==> src/rtl/reg_file.sv <==
// rtl/reg_file.sv - RV32I register file with write-through bypass and pending-writeback scoreboard
module reg_file #(
  parameter int DATA_WIDTH = 32,
  parameter int ADDR_WIDTH = 5
) (
  input  logic                  clk,
  input  logic                  rst_n,
  input  logic [ADDR_WIDTH-1:0] ad1,
  input  logic [ADDR_WIDTH-1:0] ad2,
  output logic [DATA_WIDTH-1:0] rd1,
  output logic [DATA_WIDTH-1:0] rd2,
  input  logic                  we3,
  input  logic [ADDR_WIDTH-1:0] ad3,
  input  logic [DATA_WIDTH-1:0] wd3,
  input  logic                  issue,
  input  logic [ADDR_WIDTH-1:0] issue_rd,
  output logic                  hazard,
  output logic [DATA_WIDTH-1:0] a0
);

  localparam int NUM_REGS = 1 << ADDR_WIDTH;

  logic [DATA_WIDTH-1:0] regs [NUM_REGS];
  logic [NUM_REGS-1:0]   pending;
  logic [NUM_REGS-1:0]   pending_nxt;
  logic                  wr_en;
  logic                  issue_en;
  logic                  hz1;
  logic                  hz2;

  assign wr_en    = we3 && (ad3 != '0);
  assign issue_en = issue && (issue_rd != '0);

  // Set is applied after clear so a producer issued in the writeback cycle keeps the register pending.
  always_comb begin
    pending_nxt = pending;
    if (wr_en) begin
      pending_nxt[ad3] = 1'b0;
    end
    if (issue_en) begin
      pending_nxt[issue_rd] = 1'b1;
    end
  end

  always_ff @(posedge clk or negedge rst_n) begin
    if (!rst_n) begin
      pending <= '0;
    end else begin
      pending <= pending_nxt;
    end
  end

  always_ff @(posedge clk or negedge rst_n) begin
    if (!rst_n) begin
      for (int i = 0; i < NUM_REGS; i++) begin
        regs[i] <= '0;
      end
    end else if (wr_en) begin
      regs[ad3] <= wd3;
    end
  end

  always_comb begin
    rd1 = '0;
    if (ad1 != '0) begin
      rd1 = (we3 && (ad3 == ad1)) ? wd3 : regs[ad1];
    end
  end

  always_comb begin
    rd2 = '0;
    if (ad2 != '0) begin
      rd2 = (we3 && (ad3 == ad2)) ? wd3 : regs[ad2];
    end
  end

  // A same-cycle writeback to the operand is covered by the bypass, so it is not a hazard.
  always_comb begin
    hz1 = (ad1 != '0) && pending[ad1] && !(we3 && (ad3 == ad1));
    hz2 = (ad2 != '0) && pending[ad2] && !(we3 && (ad3 == ad2));
  end

  assign hazard = hz1 || hz2;

  generate
    if (ADDR_WIDTH >= 4) begin : g_a0
      localparam logic [ADDR_WIDTH-1:0] A0_IDX = ADDR_WIDTH'(10);

      always_ff @(posedge clk or negedge rst_n) begin
        if (!rst_n) begin
          a0 <= '0;
        end else if (wr_en && (ad3 == A0_IDX)) begin
          a0 <= wd3;
        end else begin
          a0 <= regs[10];
        end
      end
    end else begin : g_no_a0
      assign a0 = '0;
    end
  endgenerate

endmodule

==> config.mk <==
export PLATFORM = sky130hd
export DESIGN_NAME = reg_file
export DESIGN_NICKNAME = d
export VERILOG_FILES = /design/src/rtl/reg_file.sv
export SDC_FILE = /design/constraint.sdc
export NUM_CORES = 2
export LEC_CHECK = 0
export CAP_MARGIN = 30
export CORE_ASPECT_RATIO = 1.4
export CORE_MARGIN = 2
export CORE_UTILIZATION = 57
export DETAILED_ROUTE_END_ITERATION = 10
export DONT_BUFFER_PORTS = 1
export PLACE_DENSITY = 0.82
export SETUP_SLACK_MARGIN = 0.4
export SLEW_MARGIN = 20
export SYNTH_ARGS = -nofsm -noshare
export SYNTH_HDL_FRONTEND = slang
export SYNTH_SLANG_ARGS = --single-unit
==> constraint.sdc <==
create_clock -name clk -period 2.2 [get_ports clk]
set_input_delay 0.11 -clock clk [delete_from_list [all_inputs] [get_ports clk]]
set_output_delay 0.11 -clock clk [all_outputs]
set_load 0.005 [all_outputs]
### After elaboration in Yosys (flattened, before gate mapping)

Cells that the tools add are included.

* flip-flop bits (word level): 1088
* latch bits: 0
* RAM bits: 0
* ROM bits: 0
* bits of input ports: 56
* output and inout port bits: 97
* word-level logic and storage cells: 96
* memories kept: 0

* $add $sub $neg: 0
* multiply operators: 0
* div/mod/pow operators: 0
* $lt $le $gt $ge: 10
* equal/unequal tests: 3
* shift-type cells: 0
* multiplexer cells: 24
* bitwise logic cells: 6
* reduce and logical (&&, ||, !) cells: 19

Operators by type and width (number)
* 1024-bit bitwise mux: 1
* 32-bit 2-to-1 mux: 12
* 32-bit binary-select mux with 5-bit select: 2
* 32-bit demux with 5-bit select: 1
* 32-bit AND: 1
* 32-bit NOT: 1
* 32-bit OR: 1
* 5-bit by 6-bit < comparator with 1-bit output, second input constant: 4
* 5-bit nonzero test: 4
* 6-bit >= comparator, second input constant: 3
* 5-bit NOT with 6-bit output: 3
* 1-bit logical AND: 12
* 1-bit binary-select mux with 5-bit select: 2
* 1-bit demux with 5-bit select: 2
* 5-bit == test: 2
* 5-bit by 1-bit >= comparator with 1-bit output, second input constant: 2
* 6-bit by 1-bit < comparator with 1-bit output, second input constant: 1
* 5-bit by 4-bit == test with 1-bit output, second input constant: 1
* 1-bit 2-to-1 mux: 4
* 1-bit zero test: 2
* 1-bit logical OR: 1

### Logic depth before layout (Yosys ltp)

* depth in word-level cells: 9
* depth in mapped cells: 9
* depth with buffers taken out: 5

### Worst setup path before layout

Ideal clock, no wire load.

* path kind: input-to-output
* from: input port ad2[0]
* to: output port rd2[2]
* data arrival time: 1.668 ns
* required time: 2.090 ns
* setup slack: 0.422 ns
* stages: 7
* buffers on the path: 3
* cell sequence: buf_6 -> buf_8 -> buf_2 -> mux4_2 -> o21ai_0 -> nand3_1 -> a22o_1

* word-level cells in the longest chain between the ends: 6
* elaborated cells on any way between the ends: 9
* classes of those cells: 1 x eq/ne; 5 x mux; 1 x bitwise; 2 x reduce/logical

Ends and longest elaborated chain
* from (decl): line 9 `input logic [ADDR_WIDTH-1:0] ad2,`
* 5-bit NOT with 6-bit output (not written as such): line 73 `rd2 = (we3 && (ad3 == ad2)) ? wd3 : regs[ad2];`
* 32-bit binary-select mux with 5-bit select: line 73
* 32-bit 2-to-1 mux (not written as such) (2 in series): line 73
* 32-bit 2-to-1 mux: line 73
* 32-bit 2-to-1 mux *: line 72 `if (ad2 != '0) begin`
* to (decl): line 11 `output logic [DATA_WIDTH-1:0] rd2,`

Every way passes the cells marked *; elsewhere a longest branch is shown, timed or not. The select of a mux whose other input is x is not followed.

### Final worst setup path

* from: register pending[23]
* to: output port hazard

* word-level cells in the longest chain between the ends: 5
* elaborated cells on any way between the ends: 9
* classes of those cells: 4 x mux; 5 x reduce/logical

Ends and longest elaborated chain
* from (decl): line 24 `logic [NUM_REGS-1:0] pending;`
* from (signal assigned): line 49 `pending <= pending_nxt;`
* 1-bit binary-select mux with 5-bit select, on equally long branches: line 79, 80
* 1-bit 2-to-1 mux, on equally long branches: line 79, 80
* 1-bit logical AND, on equally long branches (2 in series): line 79, 80
* 1-bit logical OR *: line 83 `assign hazard = hz1 || hz2;`
* to (decl): line 17 `output logic hazard,`

Marks and branches as above.

==> results.json <==
{
  "vias": 40600,
  "synth_warnings": 0,
  "ys.flop_type": "dfrtp_1",
  "crit_path_end_kind": "primary output",
  "post-route-cell-area_sq_um": 66100,
  "grt_max_degree": 1089,
  "crit_chain": "mux4_2, nand2b_4, a32o_1, nor3_2, buf_4, o22ai_2, buf_6",
  "power.leakage_uw": 0.0284,
  "vias_per_cell": 7.45,
  "dp_hpwl_microns": 100000,
  "setup_viol": 65,
  "drv_cap": 0,
  "antenna_found_initial": 9,
  "holdWs_ps": -323,
  "post_dp_cell_area_sq_um": 59500,
  "crit_path_top_delay_cell": "mux4_2",
  "num_io_pins": 153,
  "grt_pass1_vias": 41700,
  "wl_microns": 188000,
  "wl_per_cell_microns": 34.4,
  "hp-class": "primary input to asynchronous set/reset pin",
  "worst_slew_pin_slew_ps": 1150,
  "drive_above_1_share_pct": 52.6,
  "status": "finished, violations left",
  "cts_buffers": 107,
  "clock_sinks": 1088,
  "ir_drop_uv": 830,
  "drtPass1Iterations": 8,
  "portBuffers": 0,
  "crit_arrival_ps": 2540,
  "rsz0062_at_grt": "true",
  "core_area_sq_um": 102000,
  "fin_skew_ps": 21.2,
  "die-height_microns": 383,
  "cp.required_ps": 2090,
  "final_util_pct": 64.8,
  "drt_iter0_markers": 5165,
  "async_flop_share_pct": 100,
  "final.period_utilization_pct": 120,
  "netlist_area_sq_um": 58500,
  "ys_ff_latch": 1088,
  "cts_tree": "yes",
  "path_max_fanout": 3,
  "cts-root-buf": "clkbuf_16",
  "synth.avg_cell_area_sq_um": 14.4,
  "clock_latency_ps": 690,
  "worst_path_largest_cell_delay_ps": 510,
  "syn_to_final_growth_pct": 13.1,
  "report.final.hold_viol_count": 323,
  "dieArea_sq_um": 105000,
  "regToRegEndpoint": "a0[31]",
  "pre_cts_ws_ps": -7.12,
  "grt_use_total_pct": 35.0,
  "clock_path_buffers": 3,
  "slew_headroom_pct": 23.5,
  "drv_slew": 0,
  "htreeDepth": 3,
  "crit_type": "register to primary output",
  "r2r_cells": 2,
  "grt_first_pass_wirelength_microns": 271000,
  "synth_edf_count": 0,
  "place.gp.congestion": 0.861,
  "yosysSeqAreaShare_pct": 46.6,
  "drc": 0,
  "fmax_ghz": 0.378,
  "fin_nets": 4062,
  "worst_slack_ps": -446,
  "failed_checks": "hold timing, setup timing",
  "power_density_nw_per_um2": 894,
  "mappedNetlistNets": 4107,
  "cts.clk_slew.worst_paths_ps": 60,
  "rows": 139,
  "syn-instance-count": 4051,
  "layout_min_cycle_time_ps": 2650,
  "startpoint_type": "register",
  "rr_startpoint": "regs[703]",
  "synth_cell_types": 70,
  "die_x_microns": 275,
  "nFillCells": 6787,
  "rrSetupSlack_ps": 800,
  "grt-ovfl-total": 0,
  "initial_utilization_pct": 57.3,
  "ant_nets": 0
}
-- worst max-delay path by stage --
stage | slack, ps | end | startpoint
2_1_floorplan | 420 | rd2[2] | ad2[0]
3_3_place_gp | -40 | rd2[30] | ad2[1]
3_5_place_dp | -7 | rd2[30] | ad2[1]
4_1_cts | -430 | rd2[13] | regs[429]
5_1_grt | -500 | hazard | pending[23]
6_report | -450 | hazard | pending[23]
-- logic make-up (layout without fill, tap and decap cells) --
| group | Yosys count | in the layout | share of synthesized area (%) |
|---|---|---|---|
| compound gates | 497 | 497 | 5.91 |
| xor+xnor | 10 | 10 | 0.150 |
| buf+inv | 459 | 508 | 4.31 |
| flops | 1088 | 1088 | 46.6 |
| mux | 1687 | 1687 | 40.4 |
| other cells | 0 | 10 | 0 |
| simple gates | 310 | 310 | 2.69 |
-- registers in the layout, summed over array words and instances (netlist names) --
name and flops:
a0 32, regs 1024, pending 32
-- cell usage in the layout (no fill, tap or decap), types with 14 or more instances in the layout --
cell | synthesis | routed
a211oi_1 | 43 | 27
a211oi_2 | 1 | 15
a221oi_1 | 54 | 46
a22o_1 | 35 | 27
a22oi_1 | 29 | 19
buf_12 | 5 | 42
buf_4 | 52 | 168
buf_6 | 30 | 15
bufinv_16 | 0 | 14
clkbuf_1 | 207 | 19
clkbuf_16 | 0 | 113
clkbuf_8 | 0 | 23
clkinv_2 | 0 | 30
dfrtp_1 | 1088 | 1088
dlygate4sd3_1 | 0 | 41
mux2_2 | 1051 | 1048
mux2i_1 | 204 | 184
mux4_2 | 403 | 418
nand2_1 | 72 | 64
nand2_2 | 8 | 15
nand3_1 | 31 | 22
nor2_1 | 67 | 41
nor2_4 | 0 | 21
nor3_1 | 27 | 18
o21ai_0 | 125 | 86
o21ai_1 | 6 | 27
o21ai_2 | 0 | 15
o22ai_1 | 108 | 70
o22ai_2 | 0 | 35
-- Yosys cell counts (6+ instances only) --
cell	number	area share, %
dfrtp_1	1088	47
mux2_2	1051	20
mux4_2	403	16
clkbuf_1	207	1.3
mux2i_1	204	3.5
buf_2	131	1.1
o21ai_0	125	1.1
o22ai_1	108	1.2
nand2_1	72	0.46
nor2_1	67	0.43
a221oi_1	54	0.81
buf_4	52	0.67
a211oi_1	43	0.55
a22o_1	35	0.52
nand3_1	31	0.27
buf_6	30	0.58
a22oi_1	29	0.37
nor3_1	27	0.23
mux4_1	21	0.94
a21oi_1	18	0.15
nor4_1	18	0.19
nand2b_1	17	0.18
nor2b_1	16	0.17
buf_1	14	0.090
o211ai_1	12	0.15
o311ai_0	12	0.18
buf_8	11	0.28
xnor2_1	10	0.15
o22a_1	9	0.13
a211o_1	8	0.12
mux2_1	8	0.15
nand2_2	8	0.086
nand3b_1	8	0.10
nor3b_1	8	0.10
a311o_1	7	0.12
nand4_1	7	0.075
a32o_1	6	0.10
o21ai_1	6	0.051
or2_2	6	0.064
-- per-layer routing --
metal	vias up	share of wire, %	track usage, %
met5	-	0.030	0
met2	2889	47	54.3
met4	8	7.8	24.5
met3	870	11	9.63
li1	15600	-	-
met1	21200	34	42.3
-- power breakdown --
part / internal (uW) / total (uW) / switching, uW
Sequential: 23800 / 26800 / 2990
Combinational: 7450 / 12400 / 4950
Clock: 11700 / 19900 / 8250
Total: 43000 / 59100 / 16200
-- layout make-up --
cell class | instances | area (sq um) | share of cell area (%)
multi-input combinational | 2504 | 30100 | 45.6
sequential | 1088 | 27200 | 41.2
timing repair buffer | 299 | 3230 | 4.88
clock buffer | 153 | 3170 | 4.79
tap | 1339 | 1680 | 2.53
clock inverter | 50 | 646 | 0.976
antenna | 10 | 25.0 | 0.0378
inverter | 6 | 22.5 | 0.0341
-- through the flow --
step / power [uW] / cells / TNS, ps
2_1_floorplan: 34800 / 4051 / 0
3_3_place_gp: 36300 / 5111 / -42.0
3_5_place_dp: 37100 / 5111 / -7.12
4_1_cts: 57900 / 5400 / -12280
5_1_grt: 61000 / 5443 / -15280
6_report: 59100 / 5449 / -13470
-- critical path: cells and delay by family (launching register included) --
| kind | cells | cell delay, ps |
|---|---|---|
| multiplexers | 1 | 510 |
| flip-flops | 1 | 390 |
| AO/OA/AOI/OAI | 2 | 360 |
| buffers and inverters | 2 | 310 |
| AND/OR/NAND/NOR | 2 | 270 |
-- what timing repair did --
item | CTS | global route
buffers inserted | 25 | 13
resized for setup | 237 | 85
hold endpoints to repair | 2142 | 370
setup endpoints to repair | 65 | 265
cloned | 0 | 2
hold buffers | 61 | 6
pin swaps | 114 | 64
Power figures use the tool's default switching activity.
